`config.mk`:
```
export PLATFORM = sky130hd
export DESIGN_NAME = uart_rx_param
export DESIGN_NICKNAME = d
export VERILOG_FILES = /design/src/rtl/uart_pkg.sv /design/src/rtl/uart_rx_sampler.sv /design/src/rtl/uart_rx_param.sv
export SDC_FILE = /design/constraint.sdc
export NUM_CORES = 1
export LEC_CHECK = 0
export BUFFER_PORTS_ARGS = -buffer_cell sky130_fd_sc_hd__buf_2
export CELL_PAD_IN_SITES_DETAIL_PLACEMENT = 1
export CELL_PAD_IN_SITES_GLOBAL_PLACEMENT = 2
export CORE_ASPECT_RATIO = 1.75
export CORE_MARGIN = 3
export CORE_UTILIZATION = 39
export CTS_BUF_LIST = sky130_fd_sc_hd__clkbuf_8 sky130_fd_sc_hd__clkbuf_16
export DETAILED_ROUTE_END_ITERATION = 8
export PLACE_DENSITY = 0.89
export SYNTH_ARGS = -nofsm -noshare
export SYNTH_HDL_FRONTEND = slang
export SYNTH_HIERARCHICAL = 1
export SYNTH_SLANG_ARGS = --single-unit
```
`constraint.sdc`:
```
create_clock -name clk -period 2.19 [get_ports clk]
set_input_delay 0.657 -clock clk [delete_from_list [all_inputs] [get_ports clk]]
set_output_delay 0.657 -clock clk [all_outputs]
set_load 0.02 [all_outputs]
```
`src/rtl/uart_pkg.sv`:
```
`default_nettype none
// ============================================================================
//  Module      : uart_pkg
//  Description : Shared definitions for the parametrised UART receiver:
//                FSM state encoding, parity mode constants and a helper
//                that sizes the oversample tick counter.
//  Revision    : 1.0 - initial parametrised release
// ============================================================================
package uart_pkg;

    // FSM state encoding (also exported on state_out for debug)
    localparam logic [2:0] ST_IDLE       = 3'd0;
    localparam logic [2:0] ST_START      = 3'd1;
    localparam logic [2:0] ST_DATA       = 3'd2;
    localparam logic [2:0] ST_PARITY     = 3'd3;
    localparam logic [2:0] ST_STOP       = 3'd4;
    localparam logic [2:0] ST_BREAK_WAIT = 3'd5;

    // Parity modes
    localparam int PAR_NONE = 0;
    localparam int PAR_EVEN = 1;
    localparam int PAR_ODD  = 2;

    // Width of a counter that must hold 0 .. oversample-1
    function automatic int cnt_width(input int oversample);
        return (oversample > 2) ? $clog2(oversample) : 1;
    endfunction

endpackage : uart_pkg
`default_nettype wire

```
`src/rtl/uart_rx_sampler.sv`:
```
`default_nettype none
// ============================================================================
//  Module      : uart_rx_sampler
//  Description : Two-flop synchroniser for the asynchronous rx pad, optional
//                polarity inversion, and a 3-tap majority vote over the last
//                three ena ticks.
//  Ports       : clk, rst   - clock, async active-high reset
//                ena        - oversample tick (gates only the vote history)
//                rx         - raw serial line
//                s_rx       - synchronised (and optionally inverted) line
//                vote       - majority of s_rx over the current and two
//                             previous ena ticks
//  Revision    : 1.0 - initial release
// ============================================================================
module uart_rx_sampler #(
    parameter int RX_INVERT = 0
) (
    input  logic clk,
    input  logic rst,
    input  logic ena,
    input  logic rx,
    output logic s_rx,
    output logic vote
);

    // Synchroniser flops reset to the physical idle level so that an
    // inverted line does not look like a start bit straight out of reset.
    localparam logic c_pad_idle = (RX_INVERT != 0) ? 1'b0 : 1'b1;

    logic       r_sync1;
    logic       r_sync2;
    logic [1:0] r_hist;
    logic       w_s_rx;

    always_ff @(posedge clk or posedge rst) begin
        if (rst) begin
            r_sync1 <= c_pad_idle;
            r_sync2 <= c_pad_idle;
        end else begin
            r_sync1 <= rx;
            r_sync2 <= r_sync1;
        end
    end

    generate
        if (RX_INVERT != 0) begin : g_invert
            assign w_s_rx = ~r_sync2;
        end else begin : g_direct
            assign w_s_rx = r_sync2;
        end
    endgenerate

    // History of the two previous ena-tick samples; together with the live
    // sample they form the three voting taps. When the FSM evaluates the
    // vote at tick mid+1, r_hist holds ticks mid-1 and mid.
    always_ff @(posedge clk or posedge rst) begin
        if (rst) begin
            r_hist <= 2'b11;
        end else if (ena) begin
            r_hist <= {r_hist[0], w_s_rx};
        end
    end

    assign s_rx = w_s_rx;
    assign vote = (r_hist[1] & r_hist[0]) | (r_hist[1] & w_s_rx) | (r_hist[0] & w_s_rx);

endmodule : uart_rx_sampler
`default_nettype wire

```
`src/rtl/uart_rx_param.sv`:
```
`default_nettype none
// ============================================================================
//  Module      : uart_rx_param
//  Description : Parametrised UART receiver. Start bit, DATA_BITS data bits
//                LSB first, optional parity, STOP_BITS stop bits. Majority
//                voted sampling, parity/framing checks, valid/ready output
//                with sticky overrun.
//  Ports       : clk, rst          - clock, async active-high reset
//                ena               - oversample tick
//                rx                - serial line
//                data_out          - received word (bit 0 first on wire)
//                valid_out         - word available
//                ready_in          - consumer accepts word
//                parity_err        - parity mismatch for held word
//                frame_err         - stop bit sampled low for held word
//                overrun           - sticky: frame lost while output full
//                state_out         - FSM state for debug
//  Revision    : 1.0 - initial parametrised release
// ============================================================================
module uart_rx_param #(
    parameter int DATA_BITS  = 7,
    parameter int OVERSAMPLE = 8,
    parameter int PARITY     = 0,
    parameter int STOP_BITS  = 1,
    parameter int RX_INVERT  = 0
) (
    input  logic                 clk,
    input  logic                 rst,
    input  logic                 ena,
    input  logic                 rx,
    output logic [DATA_BITS-1:0] data_out,
    output logic                 valid_out,
    input  logic                 ready_in,
    output logic                 parity_err,
    output logic                 frame_err,
    output logic                 overrun,
    output logic [2:0]           state_out
);

    import uart_pkg::*;

    localparam int             c_cw        = cnt_width(OVERSAMPLE);
    localparam logic [c_cw-1:0] c_vote_tick = c_cw'(OVERSAMPLE / 2 + 1);
    localparam logic [c_cw-1:0] c_last_tick = c_cw'(OVERSAMPLE - 1);
    localparam logic [3:0]     c_last_data = 4'(DATA_BITS - 1);
    localparam logic [3:0]     c_last_stop = 4'(STOP_BITS - 1);

    logic                 w_s_rx;
    logic                 w_vote;

    logic [2:0]           r_state;
    logic [c_cw-1:0]      r_cnt;
    logic [3:0]           r_bit_cnt;
    logic [DATA_BITS-1:0] r_shreg;
    logic                 r_perr_pend;
    logic                 r_ferr_pend;

    logic [DATA_BITS-1:0] r_data;
    logic                 r_valid;
    logic                 r_perr;
    logic                 r_ferr;
    logic                 r_overrun;

    logic                 w_vote_tick;
    logic                 w_last_tick;
    logic                 w_par_exp;
    logic                 w_ferr_now;
    logic                 w_complete;

    uart_rx_sampler #(
        .RX_INVERT (RX_INVERT)
    ) u_sampler (
        .clk  (clk),
        .rst  (rst),
        .ena  (ena),
        .rx   (rx),
        .s_rx (w_s_rx),
        .vote (w_vote)
    );

    assign w_vote_tick = (r_cnt == c_vote_tick);
    assign w_last_tick = (r_cnt == c_last_tick);
    assign w_par_exp   = (PARITY == PAR_ODD) ? ~(^r_shreg) : (^r_shreg);

    // The last stop bit's own vote is folded in so the completing word sees it
    assign w_ferr_now  = r_ferr_pend | ~w_vote;
    assign w_complete  = ena && (r_state == ST_STOP) && w_vote_tick &&
                         (r_bit_cnt == c_last_stop);

    // ------------------------------------------------------------------
    // Receive FSM: advances only on ena ticks
    // ------------------------------------------------------------------
    always_ff @(posedge clk or posedge rst) begin
        if (rst) begin
            r_state     <= ST_IDLE;
            r_cnt       <= '0;
            r_bit_cnt   <= '0;
            r_shreg     <= '0;
            r_perr_pend <= 1'b0;
            r_ferr_pend <= 1'b0;
        end else if (ena) begin
            case (r_state)
                ST_IDLE: begin
                    if (!w_s_rx) begin
                        r_state     <= ST_START;
                        r_cnt       <= '0;
                        r_perr_pend <= 1'b0;
                        r_ferr_pend <= 1'b0;
                    end
                end

                ST_START: begin
                    r_cnt <= w_last_tick ? '0 : r_cnt + 1'b1;
                    if (w_vote_tick && w_vote) begin
                        // Start bit did not hold low: treat as a glitch
                        r_state <= ST_IDLE;
                        r_cnt   <= '0;
                    end else if (w_last_tick) begin
                        r_state   <= ST_DATA;
                        r_bit_cnt <= '0;
                    end
                end

                ST_DATA: begin
                    r_cnt <= w_last_tick ? '0 : r_cnt + 1'b1;
                    if (w_vote_tick) begin
                        r_shreg <= {w_vote, r_shreg[DATA_BITS-1:1]};
                    end
                    if (w_last_tick) begin
                        if (r_bit_cnt == c_last_data) begin
                            r_state   <= (PARITY != PAR_NONE) ? ST_PARITY : ST_STOP;
                            r_bit_cnt <= '0;
                        end else begin
                            r_bit_cnt <= r_bit_cnt + 1'b1;
                        end
                    end
                end

                ST_PARITY: begin
                    r_cnt <= w_last_tick ? '0 : r_cnt + 1'b1;
                    if (w_vote_tick && (w_vote != w_par_exp)) begin
                        r_perr_pend <= 1'b1;
                    end
                    if (w_last_tick) begin
                        r_state   <= ST_STOP;
                        r_bit_cnt <= '0;
                    end
                end

                ST_STOP: begin
                    r_cnt <= w_last_tick ? '0 : r_cnt + 1'b1;
                    if (w_vote_tick && !w_vote) begin
                        r_ferr_pend <= 1'b1;
                    end
                    if (w_vote_tick && (r_bit_cnt == c_last_stop)) begin
                        // Finish mid-bit so a back-to-back start edge is seen
                        r_state <= w_ferr_now ? ST_BREAK_WAIT : ST_IDLE;
                        r_cnt   <= '0;
                    end else if (w_last_tick) begin
                        r_bit_cnt <= r_bit_cnt + 1'b1;
                    end
                end

                ST_BREAK_WAIT: begin
                    // A held-low line must return high before a new frame
                    if (w_s_rx) begin
                        r_state <= ST_IDLE;
                    end
                end

                default: begin
                    r_state <= ST_IDLE;
                    r_cnt   <= '0;
                end
            endcase
        end
    end

    // ------------------------------------------------------------------
    // Output register and handshake: runs every clk, not ena-gated
    // ------------------------------------------------------------------
    always_ff @(posedge clk or posedge rst) begin
        if (rst) begin
            r_data    <= '0;
            r_valid   <= 1'b0;
            r_perr    <= 1'b0;
            r_ferr    <= 1'b0;
            r_overrun <= 1'b0;
        end else begin
            if (w_complete) begin
                if (!r_valid || ready_in) begin
                    r_data  <= r_shreg;
                    r_perr  <= r_perr_pend;
                    r_ferr  <= w_ferr_now;
                    r_valid <= 1'b1;
                end else begin
                    // Held word is kept; the new frame is dropped
                    r_overrun <= 1'b1;
                end
            end else if (ready_in) begin
                r_valid <= 1'b0;
            end

            if (r_valid && ready_in) begin
                r_overrun <= 1'b0;
            end
        end
    end

    assign data_out   = r_data;
    assign valid_out  = r_valid;
    assign parity_err = r_perr;
    assign frame_err  = r_ferr;
    assign overrun    = r_overrun;
    assign state_out  = r_state;

endmodule : uart_rx_param
`default_nettype wire
```
==> results of run 1 <==
[power by group]
group | switching [uW] | internal [uW]
Sequential | 116 | 737
Clock | 232 | 249
Combinational | 313 | 239
Total | 661 | 1230
[critical path, stage by stage (launching register included)]
cell and delay, ns:
dfstp_2 0.58, maj3_2 0.27, and3_1 0.20, o21bai_1 0.20, a211oi_2 0.36, mux2_2 0.38
[routing by layer]
layer / wire length [microns] / part of all wire / GRT usage
met3: 82 / 0.021 / 0.0274
met4: 91 / 0.023 / 0.0772
met2: 2420 / 0.61 / 0.325
met1: 1350 / 0.34 / 0.157
met5: 0 / 0 / 0
[cell usage after synthesis (2+ instances only)]
| master | n | area, sq um |
|---|---|---|
| a21oi_1 | 3 | 15.0 |
| a22o_1 | 3 | 26.3 |
| and3_1 | 2 | 12.5 |
| and3b_1 | 2 | 17.5 |
| dfrtp_1 | 30 | 751 |
| dfstp_2 | 4 | 105 |
| ha_1 | 6 | 75.1 |
| inv_1 | 11 | 41.3 |
| mux2_2 | 19 | 214 |
| mux2i_1 | 2 | 20.0 |
| nand2_1 | 4 | 15.0 |
| nand2b_1 | 4 | 25.0 |
| nor2_1 | 4 | 15.0 |
| nor3_1 | 3 | 15.0 |
| o211ai_1 | 3 | 22.5 |
| o21a_1 | 3 | 22.5 |
| o21ai_0 | 4 | 20.0 |
| o221ai_1 | 2 | 17.5 |
| o2bb2ai_1 | 2 | 17.5 |
| xnor2_1 | 7 | 61.3 |
[worst max path at each step]
stage / slack (ns) / to / from / cells past startpoint
global route: 0.04 / state_out[1] / u_sampler/s_rx / 5
detailed placement: 0.08 / state_out[0] / u_sampler/s_rx / 5
floorplan: 0.32 / state_out[0] / u_sampler/s_rx / 5
finish: 0.10 / state_out[1] / u_sampler/s_rx / 5
CTS: 0.07 / state_out[1] / u_sampler/s_rx / 5
global placement: 0.12 / state_out[0] / u_sampler/s_rx / 5
[registers in the layout (all words and copies together) (netlist names)]
name / flops
u_sampler/r_sync1: 1
state_out: 3
r_perr_pend: 1
r_cnt: 3
data_out: 7
u_sampler/s_rx: 1
valid_out: 1
overrun: 1
frame_err: 1
u_sampler/r_hist: 2
r_bit_cnt: 4
r_shreg: 7
parity_err: 1
r_ferr_pend: 1
[kinds of logic (layout without fill, tap and decap cells)]
logic type | after synthesis | count (layout)
compound gates | 29 | 29
flops | 34 | 34
mux | 22 | 22
buf+inv | 14 | 40
simple gates | 30 | 30
fa+ha+maj | 7 | 7
xor+xnor | 7 | 7
[cell type report]
cell class | instances | area (sq um) | share of cell area
Timing Repair Buffer | 21 | 113 | 0.0567
Sequential cell | 34 | 856 | 0.431
Clock buffer | 6 | 82.6 | 0.0416
Tap cell | 49 | 61.3 | 0.0309
Clock inverter | 2 | 8.76 | 0.00441
Inverter | 11 | 41.3 | 0.0208
Multi-Input combinational cell | 95 | 825 | 0.415
[through the flow]
step,std cells,hold WS (ns)
floorplan,143,0.345
global placement,210,0.346
detailed placement,210,0.350
CTS,218,0.365
global route,218,0.372
finish,218,0.363
[repair_timing]
item,in CTS,in global routing
hold buffers,0,0
buffers inserted,0,0
setup endpoints to repair,0,2
hold endpoints to repair,0,0
==> impl_metrics.env, run 1 <==
export IMPL_status="finished, final reports clean"
export IMPL_regToRegSetupSlack_ns=0.10
export IMPL_synth_edf_count=0
export IMPL_clkLatencyLatePin_ns=0.29
export IMPL_min_from="u_sampler/r_sync1"
export IMPL_reg2reg_depth=5
export IMPL_pre_cts_slack_ns=0.0800
export IMPL_cp_max_fo=6
export IMPL_rows=31
export IMPL_worstSetupEndpointType="flip-flop"
export IMPL_place_area_sq_um=1900
export IMPL_grt_usage=0.164
export IMPL_slew_headroom=0.664
export IMPL_worst_pin_slew_ns=0.504
export IMPL_htreeDepth=2
export IMPL_mostFrequentLayoutCells="dfrtp_1 (30), mux2_2 (19), buf_2 (18)"
export IMPL_drive_gt1_frac=0.367
export IMPL_muxShareOfSynthArea=0.141
export IMPL_arrival_ns=2.27
export IMPL_routedWlPerCell_microns=18.1
export IMPL_cts_resized=0
export IMPL_synthAdderAreaFrac=0.0495
export IMPL_setup_violations=0
export IMPL_crit_type="flip-flop to flip-flop"
export IMPL_grt_max_degree=31
export IMPL_power_density_nw_per_um2=949
export IMPL_cts_root_buffer="clkbuf_8"
export IMPL_cts_num_sinks=34
export IMPL_cp_required_ns=2.37
export IMPL_async_flop_share=1.00
export IMPL_die_w_microns=56.6
export IMPL_grt_pass1_vias=1349
export IMPL_r2r_start="u_sampler/s_rx"
export IMPL_cts_buffers=5
export IMPL_synth_top_family_by_area="multiplexers"
export IMPL_synth_area_sq_um=1750
export IMPL_antenna_found_initial=0
export IMPL_clkSlewWorstSetupHoldPaths_ns=0.07
export IMPL_reg2reg_to="state_out[1]"
export IMPL_ant_nets=0
export IMPL_die_area_sq_um=5350
export IMPL_hpwl_microns=2980
export IMPL_cp_start_kind="flip-flop"
export IMPL_maxCapViolCount=0
export IMPL_min_period_ns=2.09
export IMPL_cts_tree="done"
export IMPL_fin_nets=179
export IMPL_holdPathEnd="u_sampler/s_rx"
export IMPL_n_antenna_cell=0
export IMPL_synthSimpleGateAreaFrac=0.116
export IMPL_io_pins=19
export IMPL_grt_pass1_wl_microns=6710
export IMPL_hp_class="flip-flop to flip-flop"
export IMPL_num_vias=1205
export IMPL_final_common_cell="dfrtp_1"
export IMPL_synth_warnings=6
export IMPL_core_sq_um=4230
export IMPL_total_power_uw=1890
export IMPL_ys_seq_area_frac=0.490
export IMPL_first_pass_iters=4
export IMPL_synth_ff_type="dfrtp_1"
export IMPL_drt_iter0_drc=31
export IMPL_ir_drop_v=0.000539
export IMPL_syn_num_nets=154
export IMPL_cts_path_max_buffers=2
export IMPL_synth_seq_cells=34
export IMPL_via_per_inst=5.53
export IMPL_setup_slack_ns=0.103
export IMPL_port_buffer_count=18
export IMPL_finalWirelength_microns=3940
export IMPL_drcViolationCount=0
export IMPL_utilization=0.470
export IMPL_synth_xor_xnor_area_share=0.0351
export IMPL_fin_setup_tns_ns=0
export IMPL_ys_types=45
export IMPL_hold_viol=0
export IMPL_fmax_ghz=0.479
export IMPL_finalCritPeriodShare=0.953
export IMPL_rsz0062_at_grt="no"
export IMPL_place_congestion=0.839
export IMPL_area_growth_pct=13.8
export IMPL_post_synth_cell_area_avg_sq_um=12.2
export IMPL_total_leakage_power_uw=0.000960
export IMPL_start_util=0.413
export IMPL_hold_depth=0
export IMPL_final_fill_count=451
export IMPL_synth_compound_area_frac=0.131
export IMPL_gr_total_overflow=0
export IMPL_slew_violations=0
export IMPL_syn_inst=143
export IMPL_fp_dieH_microns=94.5
export IMPL_worst_clock_skew_ns=0.00592
export IMPL_final_area_sq_um=1990
(Power assumes the default switching activity.)
==> run 2: changes to the inputs <==
--- a/config.mk
+++ b/config.mk
@@ -13,6 +13,7 @@
 export CORE_UTILIZATION = 39
 export CTS_BUF_LIST = sky130_fd_sc_hd__clkbuf_8 sky130_fd_sc_hd__clkbuf_16
 export DETAILED_ROUTE_END_ITERATION = 8
+export GPL_TIMING_DRIVEN = 0
 export PLACE_DENSITY = 0.89
 export SYNTH_ARGS = -nofsm -noshare
 export SYNTH_HDL_FRONTEND = slang
==> impl_metrics.env, run 2 (synthesis results as in run 1) <==
export IMPL_hold_viol=0
export IMPL_fin_nets=179
export IMPL_start_util=0.413
export IMPL_worstSetupEndpointType="flip-flop"
export IMPL_clkLatencyLatePin_ns=0.29
export IMPL_hp_class="flip-flop to flip-flop"
export IMPL_area_growth_pct=13.5
export IMPL_cts_root_buffer="clkbuf_8"
export IMPL_antenna_found_initial=0
export IMPL_rsz0062_at_grt="no"
export IMPL_core_sq_um=4230
export IMPL_drcViolationCount=0
export IMPL_htreeDepth=2
export IMPL_power_density_nw_per_um2=912
export IMPL_clkSlewWorstSetupHoldPaths_ns=0.08
export IMPL_finalCritPeriodShare=0.943
export IMPL_final_common_cell="dfrtp_1"
export IMPL_fmax_ghz=0.484
export IMPL_cts_buffers=5
export IMPL_grt_usage=0.148
export IMPL_die_w_microns=56.6
export IMPL_cts_resized=0
export IMPL_port_buffer_count=18
export IMPL_worstPathCellList="inv_1 -> ha_1 -> and4bb_2 -> nand4_2 -> a21oi_4 -> mux2_2"
export IMPL_drt_iter0_drc=8
export IMPL_ir_drop_v=0.000649
export IMPL_gr_total_overflow=0
export IMPL_worst_pin_slew_ns=1.14
export IMPL_grt_pass1_vias=1330
export IMPL_worst_clock_skew_ns=0.0150
export IMPL_num_vias=1202
export IMPL_ant_nets=0
export IMPL_grt_max_degree=31
export IMPL_cp_num_buf_inv=1
export IMPL_cp_start_kind="flip-flop"
export IMPL_final_fill_count=455
export IMPL_drive_gt1_frac=0.361
export IMPL_cp_slowest_cell="dfrtp_1"
export IMPL_hpwl_microns=2800
export IMPL_crit_family="simple AND/OR/NAND/NOR gates"
export IMPL_min_period_ns=2.07
export IMPL_cts_setup_buffers=0
export IMPL_crit_type="flip-flop to flip-flop"
export IMPL_fin_setup_tns_ns=0
export IMPL_cp_required_ns=2.35
export IMPL_status="finished, final reports clean"
export IMPL_fp_dieH_microns=94.5
export IMPL_final_cells=218
export IMPL_io_pins=19
export IMPL_routedWlPerCell_microns=16.9
export IMPL_via_per_inst=5.51
export IMPL_rows=31
export IMPL_cp_max_fo=9
export IMPL_place_inst=210
export IMPL_finalWirelength_microns=3690
export IMPL_hold_buffers=0
export IMPL_setup_violations=0
export IMPL_max_stage_delay_ns=0.41
export IMPL_total_leakage_power_uw=0.000968
export IMPL_arrival_ns=2.22
export IMPL_cts_path_max_buffers=2
export IMPL_maxCapViolCount=0
export IMPL_grt_pass1_wl_microns=6090
export IMPL_slew_headroom=0.240
export IMPL_utilization=0.468
export IMPL_die_area_sq_um=5350
export IMPL_mostFrequentLayoutCells="dfrtp_1 (30), buf_2 (19), mux2_2 (19)"
export IMPL_cts_tree="done"
export IMPL_first_pass_iters=3
export IMPL_slew_violations=0
export IMPL_place_congestion=0.807
export IMPL_regToRegSetupSlack_ns=0.12
export IMPL_cts_num_sinks=34
export IMPL_n_antenna_cell=0
==> run 2: cell count changes in the layout (fill, tap and decap cells not counted) <==
| cell | previous run | this run |
|---|---|---|
| buf_2 | 18 | 19 |
| buf_4 | 3 | 1 |
| buf_6 | 0 | 1 |
| clkbuf_8 | 6 | 5 |
| clkinv_2 | 1 | 0 |
| inv_1 | 12 | 14 |
| o21bai_1 | 1 | 0 |
| o21bai_2 | 0 | 1 |
==> run 2: cell type report <==
cell class | instances | area [sq um] | area share
Inverter | 11 | 41.3 | 0.0208
Sequential cell | 34 | 856 | 0.432
Buffer | 3 | 23.8 | 0.0120
Timing Repair Buffer | 18 | 90.1 | 0.0455
Tap cell | 49 | 61.3 | 0.0310
Multi-Input combinational cell | 95 | 828 | 0.418
Clock inverter | 3 | 11.3 | 0.00569
Clock buffer | 5 | 68.8 | 0.0347
==> run 2: worst paths after layout <==
kind	start	to	cells past startpoint
setup / recovery	r_cnt[1]	data_out[6]	6
hold / removal	u_sampler/r_sync1	u_sampler/s_rx	0
setup reg to reg	r_cnt[1]	data_out[6]	6
hold reg to reg	u_sampler/r_sync1	u_sampler/s_rx	0
max in group asynchronous	rst	r_ferr_pend	2
min in group asynchronous	rst	u_sampler/s_rx	2
==> run 2: through the flow <==
stage	hold slack (ns)	total power, uW	setup WS [ns]	area, sq um
2_1_floorplan	0.345	1240	0.323	1750
3_3_place_gp	0.347	1360	0.0546	1900
3_5_place_dp	0.349	1400	0.0317	1900
4_1_cts	0.344	1830	0.00190	1980
5_1_grt	0.352	1920	0.00491	1980
6_report	0.340	1810	0.124	1980
==> run 2: per-layer routing <==
layer / GRT usage / vias to the layer above / part of all wire
li1: - / 560 / -
met1: 0.142 / 624 / 0.36
met4: 0.0713 / 0 / 0.018
met2: 0.292 / 13 / 0.60
met5: 0 / - / 0
met3: 0.0274 / 5 / 0.021
==> run 2: where the power goes <==
group	internal [uW]	switching [uW]
clock	212	215
combinational	244	306
sequential	738	92.1
